<file path="config.mk">
export PLATFORM = sky130hd
export DESIGN_NAME = bus_scheduler
export DESIGN_NICKNAME = d
export VERILOG_FILES = /design/src/rtl/bus_timing_pkg.sv /design/src/rtl/bus_scheduler_slot_timer.sv /design/src/rtl/bus_scheduler.sv
export SDC_FILE = /design/constraint.sdc
export NUM_CORES = 1
export LEC_CHECK = 0
export CAP_MARGIN = 20
export CORE_MARGIN = 5
export CORE_UTILIZATION = 25
export CTS_CLUSTER_DIAMETER = 150
export DETAILED_ROUTE_END_ITERATION = 12
export GPL_TIMING_DRIVEN = 0
export PLACE_DENSITY = 0.46
export SLEW_MARGIN = 40
export SYNTH_ARGS = -nofsm -noshare
export SYNTH_HDL_FRONTEND = slang
export SYNTH_SLANG_ARGS = --single-unit
</file>
<file path="constraint.sdc">
create_clock -name clock_i -period 1.99 [get_ports clock_i]
set_input_delay 0.199 -clock clock_i [delete_from_list [all_inputs] [get_ports clock_i]]
set_output_delay 0.199 -clock clock_i [all_outputs]
set_load 0.01 [all_outputs]
</file>
<file path="src/rtl/bus_timing_pkg.sv">
// Slot timing constants and helpers shared by the PET bus scheduler.
// Optional CPU-freeze feature: BUS_SCHEDULER_CPU_STOP_EN.
package bus_timing_pkg;

    localparam int SLOT_PERIOD = 64;

    localparam logic [5:0] WB_FIRST      = 6'd0;
    localparam logic [5:0] WB_LAST       = 6'd23;
    localparam logic [5:0] GUARD_FIRST   = 6'd24;
    localparam logic [5:0] GUARD_LAST    = 6'd25;

    localparam logic [5:0] ADDR_OE_FIRST = 6'd1;
    localparam logic [5:0] ADDR_OE_LAST  = 6'd22;
    localparam logic [5:0] RD_OE_FIRST   = 6'd4;
    localparam logic [5:0] RD_OE_LAST    = 6'd20;
    localparam logic [5:0] RD_CAPTURE    = 6'd20;
    localparam logic [5:0] WR_DOE_FIRST  = 6'd2;
    localparam logic [5:0] WR_DOE_LAST   = 6'd21;
    localparam logic [5:0] WR_WE_FIRST   = 6'd6;
    localparam logic [5:0] WR_WE_LAST    = 6'd18;
    localparam logic [5:0] ACK_CNT       = 6'd22;
    localparam logic [5:0] STOP_CNT      = 6'd23;

    localparam logic [5:0] CPU_BE_FIRST  = 6'd26;
    localparam logic [5:0] CPU_BE_LAST   = 6'd63;
    localparam logic [5:0] CPU_CLK_FIRST = 6'd40;
    localparam logic [5:0] CPU_CLK_LAST  = 6'd63;
    localparam logic [5:0] CPU_RD_FIRST  = 6'd40;
    localparam logic [5:0] CPU_RD_LAST   = 6'd63;
    localparam logic [5:0] CPU_WR_FIRST  = 6'd44;
    localparam logic [5:0] CPU_WR_LAST   = 6'd60;

    typedef enum logic [1:0] {
        SLOT_WB,
        SLOT_GUARD,
        SLOT_CPU
    } slot_e;

    function automatic logic in_win(input logic [5:0] c,
                                    input logic [5:0] lo,
                                    input logic [5:0] hi);
        return (c >= lo) && (c <= hi);
    endfunction

    function automatic slot_e slot_of(input logic [5:0] c);
        if (in_win(c, WB_FIRST, WB_LAST)) return SLOT_WB;
        if (in_win(c, GUARD_FIRST, GUARD_LAST)) return SLOT_GUARD;
        return SLOT_CPU;
    endfunction

endpackage

</file>
<file path="src/rtl/bus_scheduler_slot_timer.sv">
// Free-running 64-clock slot counter with slot-type decode.
// Part of bus_scheduler (optional macro BUS_SCHEDULER_CPU_STOP_EN unused here).
module slot_timer
    import bus_timing_pkg::*;
(
    input  logic       clock_i,
    input  logic       reset_i,
    output logic [5:0] cycle_o,
    output slot_e      slot_o
);

    logic [5:0] cycle_q;
    logic [5:0] cycle_d;

    always_comb begin
        cycle_d = cycle_q + 6'd1;
        if (cycle_q == 6'(SLOT_PERIOD - 1)) begin
            cycle_d = '0;
        end
    end

    always_ff @(posedge clock_i or posedge reset_i) begin
        if (reset_i) begin
            cycle_q <= '0;
        end else begin
            cycle_q <= cycle_d;
        end
    end

    assign cycle_o = cycle_q;
    assign slot_o  = slot_of(cycle_q);

endmodule

</file>
<file path="src/rtl/bus_scheduler.sv">
// Time-slot scheduler sharing the PET bus and RAM between the 6502 and the MCU.
// Optional macro BUS_SCHEDULER_CPU_STOP_EN adds cpu_stop_i to freeze the 6502.
module bus_scheduler
    import bus_timing_pkg::*;
#(
    parameter int DATA_WIDTH     = 8,
    parameter int WB_ADDR_WIDTH  = 20,
    parameter int CPU_ADDR_WIDTH = 16,
    parameter int RAM_ADDR_WIDTH = 17
) (
    input  logic                      clock_i,
    input  logic                      reset_i,
    input  logic [WB_ADDR_WIDTH-1:0]  wb_addr_i,
    input  logic [DATA_WIDTH-1:0]     wb_data_i,
    output logic [DATA_WIDTH-1:0]     wb_data_o,
    input  logic                      wb_we_i,
    input  logic                      wb_cyc_i,
    input  logic                      wb_stb_i,
    output logic                      wb_stall_o,
    output logic                      wb_ack_o,
    output logic                      cpu_be_o,
    output logic                      cpu_clk_o,
    input  logic                      cpu_we_i,
    input  logic                      cpu_ram_sel_i,
`ifdef BUS_SCHEDULER_CPU_STOP_EN
    input  logic                      cpu_stop_i,
`endif
    output logic [RAM_ADDR_WIDTH-1:0] bus_addr_o,
    output logic                      bus_addr_oe_o,
    input  logic [DATA_WIDTH-1:0]     bus_data_i,
    output logic [DATA_WIDTH-1:0]     bus_data_o,
    output logic                      bus_data_oe_o,
    output logic                      ram_oe_o,
    output logic                      ram_we_o
);

    logic [5:0] cycle_q;
    logic [5:0] nxt;
    slot_e      slot;

    slot_timer u_slot_timer (
        .clock_i (clock_i),
        .reset_i (reset_i),
        .cycle_o (cycle_q),
        .slot_o  (slot)
    );

    logic                      pending_q, pending_d;
    logic                      svc_q, svc_d;
    logic                      we_q, we_d;
    logic [WB_ADDR_WIDTH-1:0]  addr_q, addr_d;
    logic [DATA_WIDTH-1:0]     data_q, data_d;
    logic [DATA_WIDTH-1:0]     wb_data_q, wb_data_d;
    logic                      ack_q, ack_d;
    logic                      cpu_be_q, cpu_be_d;
    logic                      cpu_clk_q, cpu_clk_d;
    logic                      addr_oe_q, addr_oe_d;
    logic [RAM_ADDR_WIDTH-1:0] bus_addr_q, bus_addr_d;
    logic                      data_oe_q, data_oe_d;
    logic [DATA_WIDTH-1:0]     bus_data_q, bus_data_d;
    logic                      ram_oe_q, ram_oe_d;
    logic                      ram_we_q, ram_we_d;
    logic                      stop_q, stop_d;

    logic accept, is_ram_d, is_ram_q, wb_ram, cpu_ram, cpu_run;

    assign nxt = (cycle_q == 6'(SLOT_PERIOD - 1)) ? '0 : cycle_q + 6'd1;

    always_comb begin
        accept   = wb_cyc_i & wb_stb_i & ~pending_q;
        addr_d   = accept ? wb_addr_i : addr_q;
        data_d   = accept ? wb_data_i : data_q;
        we_d     = accept ? wb_we_i : we_q;
        is_ram_d = addr_d[WB_ADDR_WIDTH-1:RAM_ADDR_WIDTH] == '0;
        is_ram_q = addr_q[WB_ADDR_WIDTH-1:RAM_ADDR_WIDTH] == '0;

        pending_d = pending_q;
        if (accept) begin
            pending_d = 1'b1;
        end else if (svc_q && cycle_q == ACK_CNT) begin
            pending_d = 1'b0;
        end

        // Service is decided once per period, as the WB slot opens.
        svc_d = svc_q;
        if (cycle_q == WB_FIRST) begin
            svc_d = pending_q | accept;
        end else if (slot != SLOT_WB) begin
            svc_d = 1'b0;
        end

`ifdef BUS_SCHEDULER_CPU_STOP_EN
        stop_d  = (cycle_q == STOP_CNT) ? cpu_stop_i : stop_q;
        cpu_run = ~stop_q;
`else
        stop_d  = 1'b0;
        cpu_run = 1'b1;
`endif

        wb_ram  = svc_d & is_ram_d;
        cpu_ram = cpu_run & cpu_ram_sel_i;

        addr_oe_d  = wb_ram & in_win(nxt, ADDR_OE_FIRST, ADDR_OE_LAST);
        bus_addr_d = '0;
        if (addr_oe_d) begin
            bus_addr_d = {addr_d[RAM_ADDR_WIDTH-1:CPU_ADDR_WIDTH],
                          addr_d[CPU_ADDR_WIDTH-1:0]};
        end
        data_oe_d  = wb_ram & we_d & in_win(nxt, WR_DOE_FIRST, WR_DOE_LAST);
        bus_data_d = data_oe_d ? data_d : '0;

        ram_oe_d = (wb_ram & ~we_d & in_win(nxt, RD_OE_FIRST, RD_OE_LAST))
                 | (cpu_ram & ~cpu_we_i & in_win(nxt, CPU_RD_FIRST, CPU_RD_LAST));
        ram_we_d = (wb_ram & we_d & in_win(nxt, WR_WE_FIRST, WR_WE_LAST))
                 | (cpu_ram & cpu_we_i & in_win(nxt, CPU_WR_FIRST, CPU_WR_LAST));

        cpu_be_d  = cpu_run & in_win(nxt, CPU_BE_FIRST, CPU_BE_LAST);
        cpu_clk_d = cpu_run & in_win(nxt, CPU_CLK_FIRST, CPU_CLK_LAST);

        ack_d = svc_d & (nxt == ACK_CNT) & wb_cyc_i;

        wb_data_d = wb_data_q;
        if (svc_q && !we_q && cycle_q == RD_CAPTURE) begin
            wb_data_d = is_ram_q ? bus_data_i : '1;
        end
    end

    always_ff @(posedge clock_i or posedge reset_i) begin
        if (reset_i) begin
            pending_q  <= 1'b0;
            svc_q      <= 1'b0;
            we_q       <= 1'b0;
            addr_q     <= '0;
            data_q     <= '0;
            wb_data_q  <= '0;
            ack_q      <= 1'b0;
            cpu_be_q   <= 1'b0;
            cpu_clk_q  <= 1'b0;
            addr_oe_q  <= 1'b0;
            bus_addr_q <= '0;
            data_oe_q  <= 1'b0;
            bus_data_q <= '0;
            ram_oe_q   <= 1'b0;
            ram_we_q   <= 1'b0;
            stop_q     <= 1'b0;
        end else begin
            pending_q  <= pending_d;
            svc_q      <= svc_d;
            we_q       <= we_d;
            addr_q     <= addr_d;
            data_q     <= data_d;
            wb_data_q  <= wb_data_d;
            ack_q      <= ack_d;
            cpu_be_q   <= cpu_be_d;
            cpu_clk_q  <= cpu_clk_d;
            addr_oe_q  <= addr_oe_d;
            bus_addr_q <= bus_addr_d;
            data_oe_q  <= data_oe_d;
            bus_data_q <= bus_data_d;
            ram_oe_q   <= ram_oe_d;
            ram_we_q   <= ram_we_d;
            stop_q     <= stop_d;
        end
    end

    assign wb_stall_o    = pending_q | reset_i;
    assign wb_ack_o      = ack_q;
    assign wb_data_o     = wb_data_q;
    assign cpu_be_o      = cpu_be_q;
    assign cpu_clk_o     = cpu_clk_q;
    assign bus_addr_o    = bus_addr_q;
    assign bus_addr_oe_o = addr_oe_q;
    assign bus_data_o    = bus_data_q;
    assign bus_data_oe_o = data_oe_q;
    assign ram_oe_o      = ram_oe_q;
    assign ram_we_o      = ram_we_q;

endmodule

</file>
==> Flow_metrics.wiki <==
{| class="wikitable"
! Metric !! Value
|-
| Largest incremental delay on the critical path || 450 ps
|-
| Maximum fanout along the worst path || 5
|-
| DIE HEIGHT || 124 µm
|-
| Wire length of the first global-routing pass || 12800 µm
|-
| Type of destination of the critical path || flip-flop
|-
| Synth Area per Inst || 12.7 µm²
|-
| Total length of routed wires || 8060 µm
|-
| Relative contribution of combinational cells to total power || 10.4%
|-
| Via count of the first global-routing pass || 2402
|-
| Clock power frac || 45.1%
|-
| Post-synth cell types || 51
|-
| Worst path bufs/invs || 2
|-
| # clock sinks || 77
|-
| Count of mapped cells out of synthesis || 255
|-
| Top flip-flop cell by instance count after synthesis || dfrtp_1
|-
| Pre-CTS worst setup slack || -540 ps
|-
| Final Hold Fails || 0
|-
| Total design power || 3920 µW
|-
| Fraction of registers with async set/reset || 100%
|-
| Status || finished, final reports clean
|-
| Share of power burned in registers || 44.6%
|-
| Worst min-delay path class || in2async
|-
| Proportion of synthesized chip area in sequential cells || 59.6%
|-
| Final worst hold slack || 256 ps
|-
| Type of origin of the critical path || flip-flop
|-
| Total Routing Usage GR || 11.2%
|-
| Post-DR wirelength/cell || 14.8 µm
|-
| Setup WS post-layout || 3.17 ps
|-
| Top library cells by usage in the layout, fill and taps aside || clkdlybuf4s50_1 (83), dfrtp_1 (75), mux2_2 (29)
|-
| Die X || 124 µm
|-
| Antenna diode instance count || 0
|-
| Max capacitance violation total || 0
|-
| Cell-internal power || 3100 µW
|-
| Arrival time of the worst setup path || 2220 ps
|-
| Global placer's final weighted congestion || 0.826
|-
| Post-detailed-placement half-perimeter wirelength || 5450 µm
|-
| Transition time at the pin with the least slew margin || 536 ps
|-
| Fin crit period || 1990 ps
|-
| Total net switching power || 820 µW
|-
| Number of nets with antenna violations after detailed routing || 0
|-
| Power density over the cells || 781 nW/µm²
|-
| CTS tree || done
|-
| Number of port buffers || 83
|-
| Drt via density || 4.22
|-
| Peak Freq || 503 MHz
|-
| Multi-input logic area || 1380 µm²
|-
| Period utilization || 99.8%
|-
| Post-synthesis sequential element count || 77
|-
| DRC violation total after the first TritonRoute iteration || 71
|-
| Number of placement rows || 41
|-
| Number of nets at the end of the flow || 417
|-
| Count of yosys warnings during synthesis || 0
|-
| Placed cell area || 4370 µm²
|-
| Fraction of layout instances using a drive strength above 1 || 33.4%
|-
| Die Footprint || 15300 µm²
|-
| I/O pin count || 84
|-
| Worst-path cell chain || inv_2, ha_4, or3b_4, o2111ai_4, a21oi_2, nand4_1, buf_6, and2b_1
|-
| Core area || 12700 µm²
|-
| Critical Path Start || u_slot_timer.cycle_o[1]
|-
| Worst-case headroom to the max-slew limit || 64.0%
|-
| Starting density of the core || 25.5%
|-
| Growth of design area from synthesis to finish || 55.3%
|-
| Global-route congestion overflow total || 0
|-
| Fin Clk Skew || 3.77 ps
|-
| Worst-skew pair later-pin latency || 340 ps
|-
| Initial antenna violation count || 0
|-
| Static Leakage || 0.00215 µW
|-
| Switching Fraction || 20.9%
|-
| Total iterations of the first detailed-routing run || 4
|-
| Count of flip-flops with a built-in enable after synthesis || 0
|-
| Sequential cell area || 1930 µm²
|-
| Finished layout cell area || 5020 µm²
|-
| Number of fill cells || 1221
|-
| Maximum number of pins on one net before global-route repair || 24
|-
| Setup repair after global routing missed its margin || true
|-
| # DRC || 0
|-
| Syn Nets || 303
|-
| End-of-flow core utilization || 39.6%
|-
| Critical path data required time || 2220 ps
|-
| Largest buffer count on any clock path || 2
|-
| Max rail drop VDD || 0.000403 V
|-
| Post-Syn Area || 3230 µm²
|-
| Count of final setup violators || 0
|-
| Pins over their slew limit || 0
|-
| Vias || 2303
|-
| Dominant delay contributor by cell family on the critical path || simple AND/OR/NAND/NOR gates
|-
| Critical Path Slowest Stage Cell || dfrtp_2
|-
| Clock-pin slew reported for the worst setup and hold paths after clock tree synthesis || 60 ps
|-
| Clock root buffer || clkbuf_16
|-
| TritonCTS Buffers || 9
|-
| Count of H-tree levels built during CTS || 3
|-
| Commonest non-fill, non-tap cell in the layout || clkdlybuf4s50_1
|-
| Reg-to-reg startpoint || u_slot_timer.cycle_o[1]
|-
| Setup CP Type || reg2reg
|}
-- per-layer routing --
| layer | vias to the layer above | track usage [%] | wire [µm] |
|---|---|---|---|
| li1 | 1099 | - | - |
| met1 | 1114 | 14.5 | 3630 |
| met2 | 72 | 16.5 | 3700 |
| met3 | 18 | 3.09 | 509 |
| met4 | 0 | 6.92 | 227 |
| met5 | - | 0 | 0 |
-- area by class of cell --
| cell class | count | area share (%) |
|---|---|---|
| Timing Repair Buffer | 106 | 21.2 |
| Inverter | 9 | 0.773 |
| Clock buffer | 11 | 4.84 |
| Tap cell | 172 | 4.29 |
| Multi-Input combinational cell | 158 | 27.4 |
| Clock inverter | 5 | 1.67 |
| Sequential cell | 77 | 38.4 |
| Buffer | 8 | 1.37 |
-- cells in the mapped netlist, drive strengths merged (3+ instances only) --
cell    number  share of area, %
ha           5               1.9
inv          8              0.93
clkbuf       3              0.35
nand2       19               2.2
nand4        3              0.58
or3          3              0.58
and2b       12               3.1
o21ai       10               1.5
nor2        13               1.6
buf          9               2.2
mux2        30                11
a21oi        6              0.93
dfrtp       77                60
xnor2        5               1.4
nand3        6              0.93
nor2b       14               3.7
-- power by group through the flow --
stage | registers [µW] | clock network [µW] | logic [µW]
floorplan | 1770 | 0 | 226
global route | 1760 | 1900 | 451
finish | 1750 | 1770 | 406
detailed placement | 1780 | 0 | 414
CTS | 1750 | 1840 | 424
global placement | 1770 | 0 | 387
-- path summary, 6_finish.rpt --
kind                                       to  slack, ps  cells after the start
worst max-delay path            bus_data_o[2]          3                      8
worst min-delay path             wb_data_o[4]        260                      2
worst max register to register  bus_data_o[2]          3                      8
worst min register to register   wb_data_o[3]        480                      2
max in group asynchronous          addr_q[14]       1120                      4
min in group clock_i             wb_data_o[3]        470                      3
-- flip-flops by register name (all words and copies together) (netlist names) --
name	cells
ram_oe_o	1
bus_data_oe_o	1
wb_ack_o	1
bus_addr_o	17
bus_data_o	8
we_q	1
cpu_be_o	1
addr_q	20
bus_addr_oe_o	1
u_slot_timer.cycle_o	6
data_q	8
wb_data_o	8
cpu_clk_o	1
pending_q	1
ram_we_o	1
svc_q	1
-- kinds of logic (layout without fill, tap and decap cells) --
kind of cell             Yosys count  after routing  synth area share [%]
AND/OR/NAND/NOR                   83             83                  15.5
adder cells (fa/ha/maj)            5              5                  1.94
XOR/XNOR                           5              5                  1.35
multiplexers                      30             30                  10.6
AO/OA/AOI/OAI                     34             35                  7.43
buffers and inverters             21            139                  3.56
flip-flops                        77             77                  59.6
-- through the flow --
step	std cells	TNS [ps]
final	546	0
after global routing	546	-988
after CTS	544	-562
after detailed placement	513	-17940
after global placement	510	-25800
after floorplan	255	0
-- timing repair --
action / 4_1_cts / 5_1_grt
setup buffers: 13 / 6
gates resized for setup: 31 / 14
pin swaps: 7 / 6
endpoints found under the setup margin: 55 / 37
hold buffers: 0 / 0
gates cloned: 2 / 0
Power figures use the tool's default switching activity.
==> edit 1 (same settings) <==
Add a define of `BUS_SCHEDULER_CPU_STOP_EN`.
--- a/src/rtl/bus_scheduler.sv
+++ b/src/rtl/bus_scheduler.sv
@@ -1,5 +1,7 @@
 // Time-slot scheduler sharing the PET bus and RAM between the 6502 and the MCU.
 // Optional macro BUS_SCHEDULER_CPU_STOP_EN adds cpu_stop_i to freeze the 6502.
+`define BUS_SCHEDULER_CPU_STOP_EN
+
 module bus_scheduler
     import bus_timing_pkg::*;
 #(
Interface: changed (added cpu_stop_i); port bits go from 84 to 85. No check against the original RTL was run, so the function may have changed too.
==> edit 1 against the unedited design <==
The flow now finishes with violations (negative setup slack). Clock power shrank 5%. Highest routed layer unchanged. Largest power group is now registers. Routed wire length is 28% higher. Cell area rose by 12%. Critical path depth up 2. Sequential cell count is 1 higher. Total power fell by 0.37%. Count of clock-buffer cells in the layout is 2 lower. Final cell count is 12% higher. Setup slack worse by 0.16 ns. Area after synthesis rose by 11%.
==> edit 1: results (changes against the unedited design) <==
failing checks=negative setup slack; worst r2r path cells=10 (was 8); RR Startpoint=u_slot_timer.cycle_o[0]$_DFF_PP0_ (was u_slot_timer.cycle_o[1]$_DFF_PP0_); worst hold margin=0.2248 ns (was 0.2558 ns); DR iter-0 viols=138 (was 71); port bufs=84 (was 83); Yosys top cell area share=0.5432 (was 0.5962); DP Worst Slack=-0.4721 ns (was -0.5398 ns); Critical Path Slowest Stage Cell=or4_4 (was dfrtp_2); first-pass GRT wire length=16.13 mm (was 12.77 mm); Main synth FF type=dfrtp_1 (unchanged); mux contribution to synthesized area=0.09958 (was 0.1057); H-tree depth reported by CTS=3 (unchanged); post-synth cell types=59 (was 51); post-DP HPWL=7.231 mm (was 5.447 mm); xor and xnor area share after synthesis=0.007312 (was 0.01355); actual slew at the worst max-slew pin=0.6897 ns (was 0.5359 ns); routed len/inst=16.90 um (was 14.76 um); Internal Power=3.009 mW (was 3.101 mW); final RePlAce weighted congestion=0.8641 (was 0.8261); share of cells above drive strength 1=0.3573 (was 0.3342); Final setup viols=23 (was 0); critical path fanouts, max=7 (was 5); Fillers=1371 (was 1221); nets=475 (was 417); All-Layer GR Usage=0.1233 (was 0.1118); clk_skew=0.007513 ns (was 0.003771 ns); adder-cell share of the synthesized area=0.01741 (was 0.01936); run status=complete, but fails checks (was completed); DP Cell Count=567 (was 513); maximum VDD drop=0.3380 mV (was 0.4027 mV); vias per cell=4.660 (was 4.218); FF-to-FF End=bus_addr_o[4]$_DFF_PP0_ (was bus_data_o[2]$_DFF_PP0_); slowest stage delay, CP=0.49 ns (was 0.45 ns); most common library cells after synthesis=dfrtp_1, mux2_2, nand2_1 (unchanged); Synth area leaders=dfrtp_1, mux2_2, nor3b_2 (was dfrtp_1, mux2_2, nand2_1); final setup margin=-0.1519 ns (was 0.003170 ns); P_leak=2.285 nW (was 2.153 nW); Synth Net Count=348 (was 303); vias in the first global route=2999 (was 2402); Syn Inst Count=299 (was 255); dpl cell area=0.004805 mm^2 (was 0.004373 mm^2); post-synthesis compound-gate area fraction=0.1159 (was 0.07433); final wirelength=10.33 mm (was 8.060 mm); register area share after synthesis=0.5432 (was 0.5962)
[edit 1: changes by cell type after synthesis, moves of 4 or more]
cell	delta
a31oi_1	+5
and2b_1	-4
and2b_2	-8
buf_2	+5
nor2_1	+5
nor2b_2	-7
nor3_1	+6
nor3b_1	+14
nor3b_2	+10
o21ai_0	+6
o22ai_1	+4
[edit 1: repair_timing]
item                                    4_1_cts  5_1_grt
gates resized for setup                      35       29
buffers inserted                             20        8
pin swaps                                     8       16
gates cloned                                  2        1
endpoints found under the setup margin       37       38
[edit 1: layer usage]
metal	global-route usage	wire length [um]
met5	0	0
met4	0.04279	181
met3	0.02538	334
met2	0.2144	5425
met1	0.1522	4384
[edit 1: power by group through the flow]
stage | Combinational [mW] | Sequential [mW] | Clock, mW
after global routing | 0.495 | 1.79 | 1.81
after global placement | 0.408 | 1.80 | 0
after detailed placement | 0.444 | 1.80 | 0
final | 0.449 | 1.77 | 1.69
after CTS | 0.448 | 1.77 | 1.74
after floorplan | 0.237 | 1.80 | 0
[edit 1: logic make-up (layout without fill, tap and decap cells)]
| kind of cell | count (synthesis) | after routing |
|---|---|---|
| DFF | 78 | 78 |
| AOI/OAI and AO/OA | 54 | 55 |
| and+or+nand+nor | 99 | 99 |
| buffers and inverters | 28 | 159 |
| adders and majority gates | 5 | 5 |
| muxes | 32 | 32 |
| xor gates and xnor gates | 3 | 3 |
[edit 1: how the worst max path moves through the flow]
stage / startpoint / slack [ns] / to
floorplan: u_slot_timer.cycle_o[0]$_DFF_PP0_ / -0.14 / bus_addr_o[12]$_DFF_PP0_
global placement: wb_cyc_i / -0.48 / bus_addr_o[11]$_DFF_PP0_
detailed placement: wb_cyc_i / -0.47 / bus_addr_o[9]$_DFF_PP0_
CTS: u_slot_timer.cycle_o[0]$_DFF_PP0_ / -0.13 / bus_addr_o[4]$_DFF_PP0_
global route: u_slot_timer.cycle_o[0]$_DFF_PP0_ / -0.22 / bus_addr_o[2]$_DFF_PP0_
finish: u_slot_timer.cycle_o[0]$_DFF_PP0_ / -0.15 / bus_addr_o[4]$_DFF_PP0_
[edit 1: area by class of cell]
cell class | instances | share of cell area
plain buffers | 18 | 0.02469
clock buffers | 9 | 0.04004
clock inverters | 7 | 0.01424
inverters | 8 | 0.007341
multi-input cells | 194 | 0.3043
flip-flops and latches | 78 | 0.3471
well taps | 180 | 0.04004
repair buffers | 117 | 0.2222
[edit 1: stage by stage]
stage | utilization | TNS, ns
finish | 0.4021 | -2.822
global route | 0.4021 | -5.050
CTS | 0.3886 | -3.044
detailed placement | 0.3435 | -13.29
global placement | 0.3356 | -19.16
floorplan | - | -1.238
[edit 1: worst max-delay path: cells and delay by family (launching register included)]
kind            cells  cell delay, ns
buf+inv             5            0.50
compound gates      2            0.32
flops               1            0.40
simple gates        2            0.53
fa+ha+maj           1            0.27
==> edit 2 (same flow settings) <==
Without the edit above. `addr_q`, `data_q`, `wb_data_q`, `bus_addr_q` and `bus_data_q` no longer have a reset.
--- a/src/rtl/bus_scheduler.sv
+++ b/src/rtl/bus_scheduler.sv
@@ -130,16 +130,11 @@
             pending_q  <= 1'b0;
             svc_q      <= 1'b0;
             we_q       <= 1'b0;
-            addr_q     <= '0;
-            data_q     <= '0;
-            wb_data_q  <= '0;
             ack_q      <= 1'b0;
             cpu_be_q   <= 1'b0;
             cpu_clk_q  <= 1'b0;
             addr_oe_q  <= 1'b0;
-            bus_addr_q <= '0;
             data_oe_q  <= 1'b0;
-            bus_data_q <= '0;
             ram_oe_q   <= 1'b0;
             ram_we_q   <= 1'b0;
             stop_q     <= 1'b0;
@@ -147,20 +142,23 @@
             pending_q  <= pending_d;
             svc_q      <= svc_d;
             we_q       <= we_d;
-            addr_q     <= addr_d;
-            data_q     <= data_d;
-            wb_data_q  <= wb_data_d;
             ack_q      <= ack_d;
             cpu_be_q   <= cpu_be_d;
             cpu_clk_q  <= cpu_clk_d;
             addr_oe_q  <= addr_oe_d;
-            bus_addr_q <= bus_addr_d;
             data_oe_q  <= data_oe_d;
-            bus_data_q <= bus_data_d;
             ram_oe_q   <= ram_oe_d;
             ram_we_q   <= ram_we_d;
             stop_q     <= stop_d;
         end
+    end
+
+    always_ff @(posedge clock_i) begin
+        addr_q     <= addr_d;
+        data_q     <= data_d;
+        wb_data_q  <= wb_data_d;
+        bus_addr_q <= bus_addr_d;
+        bus_data_q <= bus_data_d;
     end
 
     assign wb_stall_o    = pending_q | reset_i;
Formal check against the unedited RTL: not equivalent (a bounded check fails within 4 cycles, from zero or initial values and one cycle with reset_i high).
==> edit 2 against the unedited design <==
The run now ends with negative setup slack left. Largest power group is now registers. Sequential cell count unchanged. Cell area down 6.1%. Critical path type unchanged. Routed wire length down 6.0%. Clock skew up 0.0025 ns. Critical path depth unchanged. Setup slack worse by 0.11 ns. Sequential share of layout area down 2.3 points. Total power down 4.4%. Global-route usage down 0.28 points. Largest cell class unchanged. Area after synthesis down 7.1%.
==> edit 2: results (changes against the unedited design) <==
P_leak=1.822 nW (was 2.153 nW); clk pwr=1.65 mW (was 1.77 mW); PnR Total Power=3.750 mW (was 3.921 mW); Slew HR=0.5551 (was 0.6397); Net Switching=0.8020 mW (was 0.8201 mW); most common library cells after synthesis=dfxtp_1, mux2_2, dfrtp_1 (was dfrtp_1, mux2_2, nand2_1); failing checks=negative setup slack; pin count of the biggest net entering global routing=17 (was 24); RR Startpoint=u_slot_timer.cycle_o[0]$_DFF_PP0_ (was u_slot_timer.cycle_o[1]$_DFF_PP0_); All-Layer GR Usage=0.1090 (was 0.1118); final setup margin=-0.1040 ns (was 0.003170 ns); vias in the first global route=2274 (was 2402); crit path capture=bus_addr_o[1]$_SDFF_PN0_ (was bus_data_o[2]$_DFF_PP0_); DP Cell Count=479 (was 513); DR iter-0 viols=76 (was 71); Main synth FF type=dfxtp_1 (was dfrtp_1); post-synth cell types=52 (was 51); crit path DAT=2.38 ns (was 2.22 ns); worst hold margin=0.2954 ns (was 0.2558 ns); post-DP HPWL=5.179 mm (was 5.447 mm); vias per cell=4.325 (was 4.218); Final setup viols=18 (was 0); Synth Net Count=297 (was 303); syn avg cell area=12.06 um^2 (was 12.67 um^2); maximum VDD drop=0.4924 mV (was 0.4027 mV); DP Worst Slack=-0.4980 ns (was -0.5398 ns); run status=complete, but fails checks (was completed)
[edit 2: changes by cell type after synthesis, sizes merged, moves of 5 or more]
cell	delta
dfrtp	-61
nand2	-9
edfxtp	+8
or2b	+5
o21ai	-5
and2b	-10
dfxtp	+53
nor3b	+7
[edit 2: kinds of logic (layout without fill, tap and decap cells)]
family | Yosys count | count (layout) | synth area share
DFF | 77 | 77 | 0.5667
muxes | 32 | 32 | 0.1196
adders and majority gates | 5 | 5 | 0.02083
xor gates and xnor gates | 4 | 4 | 0.01417
buffers and inverters | 20 | 134 | 0.03583
AOI/OAI and AO/OA | 31 | 31 | 0.07459
and+or+nand+nor | 80 | 80 | 0.1683
[edit 2: area by class of cell]
cell class	instances	area, um^2	share of cell area
flip-flops and latches	77	1704	0.3616
multi-input cells	152	1390	0.2949
repair buffers	98	1018	0.2161
clock buffers	10	229.0	0.04858
well taps	147	183.9	0.03902
plain buffers	12	87.58	0.01858
clock inverters	6	70.07	0.01487
inverters	8	30.03	0.006371
[edit 2: critical path, cell delays in order, from the launching register on]
cell and delay (ns):
dfrtp_2 0.44, inv_2 0.08, ha_4 0.13, nor4b_4 0.22, mux2i_2 0.28, nand3b_1 0.14, a221o_2 0.43, buf_6 0.15
and2b_1 0.17
[edit 2: layer usage]
| metal | vias up | part of all wire | track usage |
|---|---|---|---|
| met5 | - | 0 | 0 |
| li1 | 1094 | - | - |
| met4 | 0 | 0.016 | 0.04295 |
| met3 | 10 | 0.052 | 0.02828 |
| met1 | 1036 | 0.44 | 0.1366 |
| met2 | 66 | 0.50 | 0.1794 |
[edit 2: what timing repair did]
action	CTS	global route
gates cloned	1	1
hold endpoints to repair	0	0
setup buffers	12	3
pin swaps	3	6
setup endpoints to repair	39	37
gates resized for setup	29	16
